**config.mk**
```make
export PLATFORM = sky130hd
export DESIGN_NAME = vending_coin_feeder_flat
export DESIGN_NICKNAME = d
export VERILOG_FILES = /design/src/rtl/vending_coin_feeder_if.sv /design/src/rtl/vending_coin_feeder.sv /design/src/flat_wrapper.sv
export SDC_FILE = /design/constraint.sdc
export NUM_CORES = 1
export LEC_CHECK = 0
export ABC_CLOCK_PERIOD_IN_PS = 2750
export CAP_MARGIN = 30
export CORE_ASPECT_RATIO = 0.7
export CORE_MARGIN = 1.5
export CORE_UTILIZATION = 35
export CTS_CLUSTER_DIAMETER = 120
export DETAILED_ROUTE_END_ITERATION = 8
export GPL_TIMING_DRIVEN = 0
export PLACE_DENSITY = 0.56
export SETUP_SLACK_MARGIN = 0.05
export SLEW_MARGIN = 20
export SYNTH_ARGS = -nofsm -noshare
export SYNTH_HDL_FRONTEND = slang
export SYNTH_SLANG_ARGS = --single-unit
```
**constraint.sdc**
```tcl
create_clock -name clk -period 2.75 [get_ports clk]
set_input_delay 0.55 -clock clk [delete_from_list [all_inputs] [get_ports clk]]
set_output_delay 0.55 -clock clk [all_outputs]
set_load 0.02 [all_outputs]
```
**src/rtl/vending_coin_feeder_if.sv**
```systemverilog
// vending_coin_feeder_if
//   Board-level coin/sell/change bundle between the customer-side coin feeder
//   and the vending machine. It also carries the wallet load/buy controls and
//   the feeder status.
//
//   Signal roles:
//     load, load_half, load_one : wallet load strobe and the coin counts to load
//     buy                       : purchase request
//     sell, change              : drink dispensed, plus the change returned
//     coin                      : coin strobe toward the machine
//     busy, done, fail          : feeder status (done/fail are one-cycle pulses)
//     wallet_half, wallet_one   : current wallet contents
//
//   Handshake semantics: there is no ready back-pressure on this bus.
//     - A non-zero 'coin' is a one-cycle transfer. The machine must take it
//       in that cycle, and 'coin' is always 00 on the following cycle.
//     - 'sell' is a one-cycle valid that qualifies 'change'. 'change' is only
//       looked at in a cycle where 'sell' is high.
//     - 'load' and 'buy' are level requests. They are sampled only while the
//       feeder is idle (busy low), and 'load' wins when both are high.
//
//   Modports:
//     master : the coin feeder
//     slave  : the machine or test side that faces it
interface vending_coin_feeder_if #(
  parameter int CNT_W = 8
);
  logic             load;
  logic [CNT_W-1:0] load_half;
  logic [CNT_W-1:0] load_one;
  logic             buy;
  logic             sell;
  logic [1:0]       change;
  logic [1:0]       coin;
  logic             busy;
  logic             done;
  logic             fail;
  logic [CNT_W-1:0] wallet_half;
  logic [CNT_W-1:0] wallet_one;

  modport master (
    input  load, load_half, load_one, buy, sell, change,
    output coin, busy, done, fail, wallet_half, wallet_one
  );

  modport slave (
    output load, load_half, load_one, buy, sell, change,
    input  coin, busy, done, fail, wallet_half, wallet_one
  );
endinterface

```
**src/rtl/vending_coin_feeder.sv**
```systemverilog
// vending_coin_feeder
//   Customer-side initiator for the vending machine. It keeps a wallet of
//   0.5-yuan and 1-yuan coins. On a buy request it inserts coins one at a time,
//   with a one-cycle gap between coins, until the price is covered. It then
//   waits for 'sell', banks any change into the wallet, and pulses done or fail.
//
//   Ports:
//     clk         : clock; all logic runs on the rising edge
//     rstn        : asynchronous, active-low reset
//     io_bus      : vending_coin_feeder_if.master (load/buy/sell/change in,
//                   coin/busy/done/fail/wallet out)
//     o_dbg_state : current FSM state, for checkers
//                   IDLE=0 PAY=1 GAP=2 WAIT=3 DONE=4 ERR=5
module vending_coin_feeder #(
  parameter int PRICE_HALF = 3,
  parameter int CNT_W      = 8,
  parameter int TIMEOUT    = 8
) (
  input  logic                  clk,
  input  logic                  rstn,
  vending_coin_feeder_if.master io_bus,
  output logic [2:0]            o_dbg_state
);

  typedef enum logic [2:0] {
    S_IDLE = 3'd0,
    S_PAY  = 3'd1,
    S_GAP  = 3'd2,
    S_WAIT = 3'd3,
    S_DONE = 3'd4,
    S_ERR  = 3'd5
  } state_t;

  localparam logic [3:0]       PRICE_P   = 4'(PRICE_HALF);
  localparam logic [CNT_W+1:0] PRICE_W   = (CNT_W+2)'(PRICE_HALF);
  localparam logic [7:0]       TIMEOUT_T = 8'(TIMEOUT);
  localparam logic [CNT_W-1:0] CNT_ONE   = CNT_W'(1);
  localparam logic [CNT_W-1:0] CNT_MAX   = '1;

  state_t           r_state;
  state_t           w_next;
  logic [1:0]       r_coin;
  logic [3:0]       r_paid;
  logic [7:0]       r_to;
  logic [CNT_W-1:0] r_half;
  logic [CNT_W-1:0] r_one;

  logic [CNT_W+1:0] w_funds;
  logic             w_funds_ok;
  logic [3:0]       w_paid_base;
  logic [3:0]       w_remaining;
  logic [1:0]       w_coin_sel;
  logic [7:0]       w_to_inc;

  // Coin choice for the coin being registered on this edge.
  // A purchase starts from paid = 0, so when leaving IDLE the stale paid value
  // is ignored.
  always_comb begin
    w_funds     = {1'b0, r_one, 1'b0} + {2'b00, r_half};
    w_funds_ok  = (w_funds >= PRICE_W);
    w_paid_base = (r_state == S_IDLE) ? 4'd0 : r_paid;
    w_remaining = PRICE_P - w_paid_base;
    w_to_inc    = r_to + 8'd1;
    if (w_remaining >= 4'd2 && r_one != '0)
      w_coin_sel = 2'b10;
    else if (r_half != '0)
      w_coin_sel = 2'b01;
    else
      w_coin_sel = 2'b10;  // overpay with a 1-yuan coin; the funds check guarantees one exists
  end

  // FSM: state register.
  always_ff @(posedge clk or negedge rstn) begin
    if (!rstn) r_state <= S_IDLE;
    else       r_state <= w_next;
  end

  // FSM: next-state logic.
  always_comb begin
    w_next = r_state;
    case (r_state)
      S_IDLE: begin
        if (!io_bus.load && io_bus.buy)
          w_next = w_funds_ok ? S_PAY : S_ERR;
      end
      S_PAY: begin
        if (io_bus.sell)            w_next = S_ERR;  // sold before full payment
        else if (r_paid >= PRICE_P) w_next = S_WAIT;
        else                        w_next = S_GAP;
      end
      S_GAP: begin
        w_next = io_bus.sell ? S_ERR : S_PAY;
      end
      S_WAIT: begin
        // A sell in the last allowed cycle wins over the timeout.
        if (io_bus.sell)
          w_next = (io_bus.change == 2'b11) ? S_ERR : S_DONE;
        else if (w_to_inc == TIMEOUT_T)
          w_next = S_ERR;
      end
      S_DONE:  w_next = S_IDLE;
      S_ERR:   w_next = S_IDLE;
      default: w_next = S_IDLE;
    endcase
  end

  // FSM: outputs. These are decoded from registered state only.
  always_comb begin
    io_bus.coin        = r_coin;
    io_bus.busy        = (r_state != S_IDLE);
    io_bus.done        = (r_state == S_DONE);
    io_bus.fail        = (r_state == S_ERR);
    io_bus.wallet_half = r_half;
    io_bus.wallet_one  = r_one;
    o_dbg_state        = r_state;
  end

  // Datapath: coin register, paid counter, wallet counters, timeout counter.
  // The coin is registered on the same edge that enters PAY, so it is visible
  // exactly for the PAY cycle. The wallet decrement happens on that same edge.
  always_ff @(posedge clk or negedge rstn) begin
    if (!rstn) begin
      r_coin <= 2'b00;
      r_paid <= 4'd0;
      r_to   <= 8'd0;
      r_half <= '0;
      r_one  <= '0;
    end else begin
      r_coin <= 2'b00;

      if (r_state == S_IDLE && io_bus.load) begin
        r_half <= io_bus.load_half;
        r_one  <= io_bus.load_one;
      end

      if (w_next == S_PAY) begin
        r_coin <= w_coin_sel;
        if (w_coin_sel == 2'b10) begin
          r_paid <= w_paid_base + 4'd2;
          r_one  <= r_one - CNT_ONE;
        end else begin
          r_paid <= w_paid_base + 4'd1;
          r_half <= r_half - CNT_ONE;
        end
      end

      if (r_state == S_WAIT) begin
        r_to <= w_to_inc;
        if (io_bus.sell) begin
          if (io_bus.change == 2'b01 && r_half != CNT_MAX) r_half <= r_half + CNT_ONE;
          if (io_bus.change == 2'b10 && r_one  != CNT_MAX) r_one  <= r_one + CNT_ONE;
        end
      end else begin
        r_to <= 8'd0;
      end
    end
  end

endmodule

```
**src/flat_wrapper.sv**
```systemverilog
// flat-port wrapper written by rule: the top's interface ports become plain ports
module vending_coin_feeder_flat 
#(
  parameter int PRICE_HALF = 3,
  parameter int CNT_W      = 8,
  parameter int TIMEOUT    = 8
)
  (clk, rstn, o_dbg_state, io_bus_load, io_bus_load_half, io_bus_load_one, io_bus_buy, io_bus_sell, io_bus_change, io_bus_coin, io_bus_busy, io_bus_done, io_bus_fail, io_bus_wallet_half, io_bus_wallet_one);
  vending_coin_feeder_if #(.CNT_W(CNT_W)) io_bus_i ();
  input  logic clk;
  input  logic rstn;
  output logic [2:0] o_dbg_state;
  input wire logic [$bits(io_bus_i.load)-1:0] io_bus_load;
  input wire logic [$bits(io_bus_i.load_half)-1:0] io_bus_load_half;
  input wire logic [$bits(io_bus_i.load_one)-1:0] io_bus_load_one;
  input wire logic [$bits(io_bus_i.buy)-1:0] io_bus_buy;
  input wire logic [$bits(io_bus_i.sell)-1:0] io_bus_sell;
  input wire logic [$bits(io_bus_i.change)-1:0] io_bus_change;
  output wire logic [$bits(io_bus_i.coin)-1:0] io_bus_coin;
  output wire logic [$bits(io_bus_i.busy)-1:0] io_bus_busy;
  output wire logic [$bits(io_bus_i.done)-1:0] io_bus_done;
  output wire logic [$bits(io_bus_i.fail)-1:0] io_bus_fail;
  output wire logic [$bits(io_bus_i.wallet_half)-1:0] io_bus_wallet_half;
  output wire logic [$bits(io_bus_i.wallet_one)-1:0] io_bus_wallet_one;
  assign io_bus_i.load = io_bus_load;
  assign io_bus_i.load_half = io_bus_load_half;
  assign io_bus_i.load_one = io_bus_load_one;
  assign io_bus_i.buy = io_bus_buy;
  assign io_bus_i.sell = io_bus_sell;
  assign io_bus_i.change = io_bus_change;
  assign io_bus_coin = io_bus_i.coin;
  assign io_bus_busy = io_bus_i.busy;
  assign io_bus_done = io_bus_i.done;
  assign io_bus_fail = io_bus_i.fail;
  assign io_bus_wallet_half = io_bus_i.wallet_half;
  assign io_bus_wallet_one = io_bus_i.wallet_one;
  vending_coin_feeder #(.PRICE_HALF(PRICE_HALF), .CNT_W(CNT_W), .TIMEOUT(TIMEOUT)) u_core (.clk(clk), .rstn(rstn), .io_bus(io_bus_i), .o_dbg_state(o_dbg_state));
endmodule
```
; ---- Yosys cells after proc, flatten, opt, wreduce, memory -nomap -nowiden
; Cells that the tools add are included.
[classes]
magnitude_cmp = 3
reduce_logical = 10
bitwise = 0
n_mux = 27
mul = 0
addsub = 9
n_div = 0
n_shift = 0
n_eq_ne = 13
[op_table]
columns = op, n
row1 = 2-to-1 mux 8 bit, 13
row2 = "adder 8 x 1 -> 8 bit, second input constant", 3
row3 = 2-to-1 mux 3 bit, 6
row4 = "inequality test 8 bit, second input constant", 2
row5 = nonzero test 8 bit, 2
row6 = "subtractor 8 x 1 -> 8 bit, second input constant", 2
row7 = one-hot mux 3 bit (4 select lines), 1
row8 = adder 9 x 8 -> 10 bit, 1
row9 = ">= comparator 10 x 2 -> 1 bit, second input constant", 1
row10 = "== test 8 x 4 -> 1 bit, second input constant", 1
row11 = ">= comparator 4 x 2 -> 1 bit, second input constant", 2
row12 = 2-to-1 mux 4 bit, 2
row13 = "== test 2 bit, second input constant", 3
row14 = "== test 3 x 1 -> 1 bit, second input constant", 2
row15 = "== test 3 x 2 -> 1 bit, second input constant", 2
row16 = "== test 3 bit, second input constant", 2
row17 = 2-to-1 mux 2 bit, 3
row18 = logical AND 1 bit, 5
row19 = "adder 4 x 1 -> 4 bit, second input constant", 1
row20 = "adder 4 x 2 -> 4 bit, second input constant", 1
row21 = "subtractor 2 x 4 -> 4 bit, first input constant", 1
row22 = zero test 3 bit, 1
row23 = nonzero test 3 bit, 1
row24 = "== test 2 x 1 -> 1 bit, second input constant", 1
row25 = other kinds (2), 3
[word_totals]
latchBits = 0
ramBits = 0
out_inout_bits = 24
inputBits = 23
mem_count = 0
wordCells = 68
rom_bits = 0
ff_bits = 33

; ---- Depth between registers and ports, before layout
; Gate-level depths: netlist (run 1).
[depth]
depth_word = 12
ltp_mapped = 13
depth_no_buf = 12

; ---- Least setup slack after synthesis (run 1)
; OpenSTA, ideal clock, no wires.
[synth_path]
path_type = register to register
startpoint = register u_core.r_one[0], in the netlist u_core.io_bus.wallet_one[0]
endpoint = register u_core.r_one[6], in the netlist u_core.io_bus.wallet_one[6]
setup_time_ns = 0.133
path_buffers = 1
path_slack_ns = -0.007
stages_incl_launch_ff = 13
arrival_ns = 2.624
synth_period_minus_slack_ns = 2.757
required_time_ns = 2.617
path_cell_list = dfrtp_1 > ha_1 > inv_1 > fa_1 > nor4b_1 > nand4_1 > a211oi_1 > a211oi_2 > inv_2 > nor2_2 > buf_6 > a311oi_1 > o22ai_1
[synth_between]
elab_chain_len = 10
word_cells_on_any_way = 19
classes_between = add/sub: 3 / order compare: 1 / eq/ne: 3 / mux: 9 / reduce/logical: 3
[synth_rtl]
columns = element, line_no
row1 = from (decl), vending_coin_feeder.sv:46  ; logic [CNT_W-1:0] r_one;
row2 = from (signal assigned), vending_coin_feeder.sv:133  ; r_one <= io_bus.load_one;
row3 = from (signal assigned), vending_coin_feeder.sv:140  ; r_one <= r_one - CNT_ONE;
row4 = from (signal assigned), vending_coin_feeder.sv:151  ; if (io_bus.change == 2'b10 && r_one != CNT_MAX) r_one <= r_one + CNT_ONE;
row5 = adder 9 x 8 -> 10 bit *, vending_coin_feeder.sv:59  ; w_funds = {1'b0, r_one, 1'b0} + {2'b00, r_half};
row6 = >= comparator 10 x 2 -> 1 bit *, vending_coin_feeder.sv:60  ; w_funds_ok = (w_funds >= PRICE_W);
row7 = 2-to-1 mux 3 bit *, vending_coin_feeder.sv:84  ; w_next = w_funds_ok ? S_PAY : S_ERR;
row8 = 2-to-1 mux 3 bit *, vending_coin_feeder.sv:83  ; if (!io_bus.load && io_bus.buy)
row9 = one-hot mux 3 bit (4 select lines) *, vending_coin_feeder.sv:81  ; case (r_state)
row10 = via u_core.w_next[2], vending_coin_feeder.sv:41  ; state_t w_next;
row11 = == test 3 x 1 -> 1 bit *, vending_coin_feeder.sv:136  ; if (w_next == S_PAY) begin
row12 = 2-to-1 mux 8 bit *, vending_coin_feeder.sv:136
row13 = 2-to-1 mux 8 bit, vending_coin_feeder.sv:151
row14 = 2-to-1 mux 8 bit, vending_coin_feeder.sv:149  ; if (io_bus.sell) begin
row15 = 2-to-1 mux 8 bit *, vending_coin_feeder.sv:147  ; if (r_state == S_WAIT) begin
; Mark *: on every way through the listed nets, which the timed path passes. The rest lies on a longest branch.
; A chain may end at the register's enable or synchronous reset.

; ---- Final worst setup path (run 1)
[layout_path]
startpoint = register u_core.r_one[0], in the netlist u_core.io_bus.wallet_one[0]
endpoint = register u_core.r_paid[3]
[layout_between]
elab_chain_len = 6
word_cells_on_any_way = 11
classes_between = add/sub: 1 / order compare: 1 / eq/ne: 2 / mux: 5 / reduce/logical: 2
[layout_rtl]
columns = element, line_no
row1 = adder 9 x 8 -> 10 bit, vending_coin_feeder.sv:59
row2 = >= comparator 10 x 2 -> 1 bit, vending_coin_feeder.sv:60
row3 = 2-to-1 mux 3 bit, vending_coin_feeder.sv:84
row4 = 2-to-1 mux 3 bit, vending_coin_feeder.sv:83
row5 = one-hot mux 3 bit (4 select lines), vending_coin_feeder.sv:81
row6 = via u_core.w_next[2], vending_coin_feeder.sv:41
row7 = == test 3 x 1 -> 1 bit, vending_coin_feeder.sv:136
row8 = to (signal assigned), vending_coin_feeder.sv:139  ; r_paid <= w_paid_base + 4'd2;
row9 = to (signal assigned), vending_coin_feeder.sv:142  ; r_paid <= w_paid_base + 4'd1;
row10 = to (decl), vending_coin_feeder.sv:43  ; logic [3:0] r_paid;
; The timed path passes the listed nets, and every way through them passes these cells.

==> results of run 1 <==
power groups by stage:
| stage | Combinational [mW] | Sequential, mW | Clock (mW) |
|---|---|---|---|
| 2_1_floorplan | 1.50 | 1.06 | 0 |
| 3_3_place_gp | 2.37 | 0.970 | 0 |
| 3_5_place_dp | 2.39 | 0.965 | 0 |
| 4_1_cts | 2.61 | 0.913 | 0.401 |
| 5_1_grt | 3.21 | 0.953 | 0.428 |
| 6_report | 2.94 | 0.922 | 0.390 |
synth_stat cells, types with 5 or more instances:
library cell / n / share of area, %
a21oi_1: 16 / 2.9
a211oi_1: 7 / 1.9
inv_1: 14 / 1.9
ha_1: 17 / 7.8
nand2_1: 26 / 3.6
o21ai_0: 8 / 1.5
nor2_1: 41 / 5.7
nand4_1: 9 / 2.1
clkbuf_1: 10 / 1.4
xor2_1: 6 / 1.9
nor3_1: 9 / 1.7
o22ai_1: 5 / 1.1
dfrtp_1: 33 / 30
a31oi_1: 9 / 2.1
and3_1: 10 / 2.3
cells by family (layout without fill, tap and decap cells):
group | count (synthesis) | after routing
buf+inv | 32 | 105
flops | 33 | 33
mux | 3 | 3
simple gates | 131 | 131
xor+xnor | 9 | 9
fa+ha+maj | 18 | 18
compound gates | 88 | 88
per-layer routing:
layer | up-vias | wire length, µm | share of wire (%) | global-route usage [%]
met5 | - | 0 | 0 | 0
met4 | 0 | 27 | 0.34 | 3.289
met3 | 4 | 433 | 5.5 | 4.082
met2 | 82 | 3284 | 42 | 25.79
met1 | 1291 | 4112 | 52 | 29.07
li1 | 1315 | - | - | -
worst max-delay path, cell delays in order (launching register included):
cell      delay [ns]
dfrtp_2         0.37
ha_2            0.18
inv_2           0.04
fa_1            0.49
nor4b_4         0.18
nand4_1         0.12
a211oi_2        0.31
a211oi_2        0.11
inv_2           0.19
nor3b_4         0.08
buf_6           0.14
a32o_1          0.21
a22o_1          0.22
cell type report:
class	count	area, µm²	share of cell area, %
clock buffer	8	90.09	2.416
inverter	17	71.32	1.913
buffer	15	86.33	2.315
tap	98	122.6	3.289
timing repair buffer	65	636.9	17.08
sequential	33	832.0	22.32
multi-input combinational	249	1889	50.67
worst max path at each step:
stage,startpoint,to,slack [ns]
5_1_grt,u_core.io_bus.wallet_half[1],u_core.r_paid[3],-0.11
2_1_floorplan,u_core.io_bus.wallet_half[1],u_core.io_bus.wallet_one[6],0.08
3_3_place_gp,u_core.io_bus.wallet_one[0],u_core.io_bus.wallet_one[6],-0.26
4_1_cts,u_core.io_bus.wallet_one[0],u_core.r_paid[3],0.05
3_5_place_dp,u_core.io_bus.wallet_one[0],u_core.io_bus.wallet_one[6],-0.26
6_report,u_core.io_bus.wallet_one[0],u_core.r_paid[3],0.0009
sequential cells by signal (all words and copies together) (netlist names):
signal,flops
u_core.io_bus.wallet_half,8
u_core.io_bus.wallet_one,8
u_core.r_to,8
u_core.r_paid,4
u_core.o_dbg_state,3
u_core.io_bus.coin,2
timing repair:
| action | 4_1_cts | 5_1_grt |
|---|---|---|
| hold buffers | 0 | 0 |
| pin swaps | 4 | 16 |
| resized for setup | 8 | 31 |
| setup buffers | 8 | 8 |
| cloned | 0 | 2 |
| setup endpoints to repair | 20 | 20 |
==> flow_summary.ini, run 1 <==
[cts]
cts_tree = done
clkSinkCount = 33
cts_made_buffers = 5
clk_latency_ns = 0.28
clk_path_buf_depth = 2
h-tree-depth = 2
clk_pin_slew_ns = 0.07
root_buffer = clkbuf_8

[logic_synthesis]
synthXorXnorAreaFrac_pct = 2.895
synthFlopType = dfrtp_1
synth_fa_ha_area_share_pct = 8.548
syn_area_per_cell_um2 = 8.671
synth_seq_cells = 33
yosysUniqueCellTypes = 76
synth-compound-area-share_pct = 25.23
async_reset_ff_share_pct = 100.0
synth-simple-area-share_pct = 26.52
ys_seq_area_share_pct = 30.33
syn-num-nets = 355
syn_inst = 314
ys_warn_count = 0
synth_edf_count = 0
synth_top_family_by_area = simple AND/OR/NAND/NOR gates
synth_area_um2 = 2723
synthMuxAreaShare_pct = 1.287

[power_and_ir_drop]
seqPwrFrac_pct = 21.7
p_sw_share_pct = 47.20
finalPower_mw = 4.256
switchingPower_mw = 2.009
leakage_nw = 1.535
p_int_mw = 2.247
p_comb_share_pct = 69.2
clkPwrFrac_pct = 9.2
power-per-cell-area_nw_per_um2 = 1141
ir_drop_uv = 554.0

[finish]
fin_area_um2 = 3729
fin_util_pct = 50.27
area.growth.synth_to_final_pct = 36.95
antenna_cells = 0
final_cell_count_no_fill = 485
nets = 427
mostFrequentLayoutCells = clkdlybuf4s50_1 (45), nor2_1 (41), dfrtp_1 (28), nand2_1 (26), ha_1 (15)
drive_gt1_share_pct = 21.96
nFillCells = 731
final_common_cell = clkdlybuf4s50_1

[routing]
wl_um = 7858
vias = 2692
wire_per_inst_um = 16.20
drtIter0Drc = 179
drc_errors = 0
drt-vias-per-instance = 5.551
firstDrtPassIters = 5
postRouteAntennaNets = 0

[floorplanning]
ios = 47
core_area_um2 = 7417
rows = 26
dieArea_um2 = 8325
fp.dieW_um = 108.4
start_util_pct = 36.71
dieHeight_um = 76.79

[worst_setup_path]
cp-start-kind = register
worst_r2r_path_depth = 12
cp_max_fo = 7
critPathArrivalTime_ns = 2.92
r2r-end = u_core.r_paid[3]
worstSetupPathType = register to register
crit-reg2reg-launch = u_core.io_bus.wallet_one[0]
reg2reg_slack_ns = 0.0009
cp_data_required_time_ns = 2.92
critPathCaptureType = register

[sta]
max_slew.worst_pin.slew_ns = 0.6393
fin_skew_ns = 0.005797
max_slew_margin_pct = 57.38
report.final.slew_viol_count = 0
rsz0062_at_grt = true
fin_crit_ns = 2.749
setup_viol = 0
period_share_pct = 99.97
finalHoldViolCount = 0
fin_setup_tns_ns = 0
fin_ws_ns = 0.0009031
whs_ns = 0.1399
clock.fmax_ghz = 0.3638

[placed_design]
gp_congestion = 0.8537
dp_slack_ns = -0.2576
dp_hpwl_um = 5620
io_buffers = 46
dpl-instance-area_um2 = 3323
post-place-cells = 459

[global_route]
grtUsageTotal_pct = 18.60
grt_overflow = 0
grt_pass1_vias = 2355
grt_max_degree = 26
antenna_found_initial = 0
grt_pass1_wl_um = 12100

[status]
outcome = complete, no violations

[run]
cap_violations = 0

[hold_path]
hp-class = primary input to asynchronous set/reset pin
(Power assumes the default switching activity.)
==> run 2: changes to the inputs <==
--- a/config.mk
+++ b/config.mk
@@ -12,6 +12,7 @@
 export CORE_UTILIZATION = 35
 export CTS_CLUSTER_DIAMETER = 120
 export DETAILED_ROUTE_END_ITERATION = 8
+export GPL_ROUTABILITY_DRIVEN = 0
 export GPL_TIMING_DRIVEN = 0
 export PLACE_DENSITY = 0.56
 export SETUP_SLACK_MARGIN = 0.05
==> results of run 2 <==
Final layout, timing and power as in run 1 (identical DEF).
==> run 3: changes to the inputs <==
==> constraint.sdc (replaced) <==
create_clock -name clk -period 2.75 [get_ports clk]
set_input_delay 0.275 -clock clk [delete_from_list [all_inputs] [get_ports clk]]
set_output_delay 0.275 -clock clk [all_outputs]
set_load 0.02 [all_outputs]
==> flow_summary.ini, run 3 (synthesis gave the netlist of run 1 again) <==
[status]
outcome = complete, no violations

[worst_setup_path]
cp_data_required_time_ns = 2.92
critPathCaptureType = register
cp-start-kind = register
worst_r2r_path_depth = 12
worstSetupPathType = register to register
r2r-end = u_core.r_paid[3]
cp_max_fo = 7
critPathArrivalTime_ns = 2.92
crit-reg2reg-launch = u_core.io_bus.wallet_one[0]
reg2reg_slack_ns = 0.00002

[routing]
firstDrtPassIters = 6
drt-vias-per-instance = 5.537
vias = 2713
wl_um = 7968
wire_per_inst_um = 16.26
drc_errors = 0
drtIter0Drc = 154
postRouteAntennaNets = 0

[sta]
max_slew.worst_pin.slew_ns = 0.6275
setup_viol = 0
max_slew_margin_pct = 58.17
fin_crit_ns = 2.750
fin_skew_ns = 0.005449
report.final.slew_viol_count = 0
finalHoldViolCount = 0
rsz0062_at_grt = true
period_share_pct = 100.0
fin_setup_tns_ns = 0
clock.fmax_ghz = 0.3636

[global_route]
grt_pass1_wl_um = 12120
grt_pass1_vias = 2365
grtUsageTotal_pct = 18.63
grt_max_degree = 26
antenna_found_initial = 0
grt_overflow = 0

[cts]
clk_path_buf_depth = 2
clkSinkCount = 33
root_buffer = clkbuf_8
cts_tree = done
h-tree-depth = 2
cts_made_buffers = 5
clk_pin_slew_ns = 0.07
clk_latency_ns = 0.28

[finish]
nets = 432
drive_gt1_share_pct = 22.70
mostFrequentLayoutCells = clkdlybuf4s50_1 (45), nor2_1 (41), dfrtp_1 (27), nand2_1 (26), buf_4 (17)
antenna_cells = 0
final_common_cell = clkdlybuf4s50_1
fin_util_pct = 50.74
nFillCells = 726
area.growth.synth_to_final_pct = 38.24

[placed_design]
io_buffers = 46
dp_hpwl_um = 5620

[floorplanning]
dieHeight_um = 76.79
start_util_pct = 36.71
dieArea_um2 = 8325
ios = 47
rows = 26
core_area_um2 = 7417
fp.dieW_um = 108.4

[power_and_ir_drop]
finalPower_mw = 4.294
leakage_nw = 1.559
power-per-cell-area_nw_per_um2 = 1141
ir_drop_uv = 553.6

[hold_path]
hp-class = primary input to asynchronous set/reset pin

[run]
cap_violations = 0
[run 3: worst max-delay path by stage]
stage	from	endpoint	slack, ns	depth (start not counted)
finish	u_core.io_bus.wallet_one[0]	u_core.r_paid[3]	0.00002	12
global route	u_core.io_bus.wallet_half[1]	u_core.r_paid[3]	-0.11	12
CTS	u_core.io_bus.wallet_one[0]	u_core.r_paid[3]	0.05	12
global placement	u_core.io_bus.wallet_one[0]	u_core.io_bus.wallet_one[6]	-0.26	12
detailed placement	u_core.io_bus.wallet_one[0]	u_core.io_bus.wallet_one[6]	-0.26	12
floorplan	u_core.io_bus.wallet_half[1]	u_core.io_bus.wallet_one[6]	0.08	12
[run 3: layer usage]
metal / share of wire, % / vias to the layer above / global-route usage [%]
met5: 0 / - / 0
met4: 0.40 / 0 / 3.289
met3: 5.6 / 6 / 4.082
met2: 42 / 88 / 25.91
met1: 52 / 1295 / 29.07
li1: - / 1324 / -
[run 3: critical path, cell delays in order (launching register included)]
cell and delay (ns):
dfrtp_2 0.37, ha_2 0.18, inv_2 0.04, fa_1 0.49, nor4b_4 0.18, nand4_1 0.12, a211oi_2 0.30, a211oi_2 0.11
inv_2 0.19, nor3b_4 0.08, buf_6 0.14, a32o_1 0.21, a22o_1 0.22
[run 3: timing repair]
action	4_1_cts	5_1_grt
gates cloned	0	2
hold endpoints to repair	8	0
setup buffers	8	12
hold buffers	1	0
endpoints found under the setup margin	20	20
pin swaps	4	16
gates resized for setup	8	31
[run 3: power by group]
| part | internal (mW) | switching, mW | total, mW |
|---|---|---|---|
| logic | 1.40 | 1.59 | 2.99 |
| clock network | 0.205 | 0.187 | 0.392 |
| registers | 0.676 | 0.236 | 0.912 |
| total | 2.28 | 2.02 | 4.29 |
[run 3: metrics by stage]
stage / setup WS (ns) / instance area, µm² / hold slack, ns / cells
2_1_floorplan: 0.08232 / 2725 / -0.02059 / 314
3_3_place_gp: -0.2612 / 3308 / 0.5168 / 458
3_5_place_dp: -0.2576 / 3323 / 0.1721 / 459
4_1_cts: 0.04576 / 3526 / 0.4003 / 476
5_1_grt: -0.1131 / 3764 / 0.4346 / 490
6_report: 0.00002265 / 3764 / 0.4048 / 490
[run 3: layout make-up]
class	count	area [µm²]	area share (%)
Tap cell	98	122.6	3.258
Timing Repair Buffer	70	676.9	17.99
Inverter	17	71.32	1.895
Sequential cell	33	833.3	22.14
Buffer	15	86.33	2.294
Clock buffer	8	90.09	2.394
Multi-Input combinational cell	249	1883	50.03
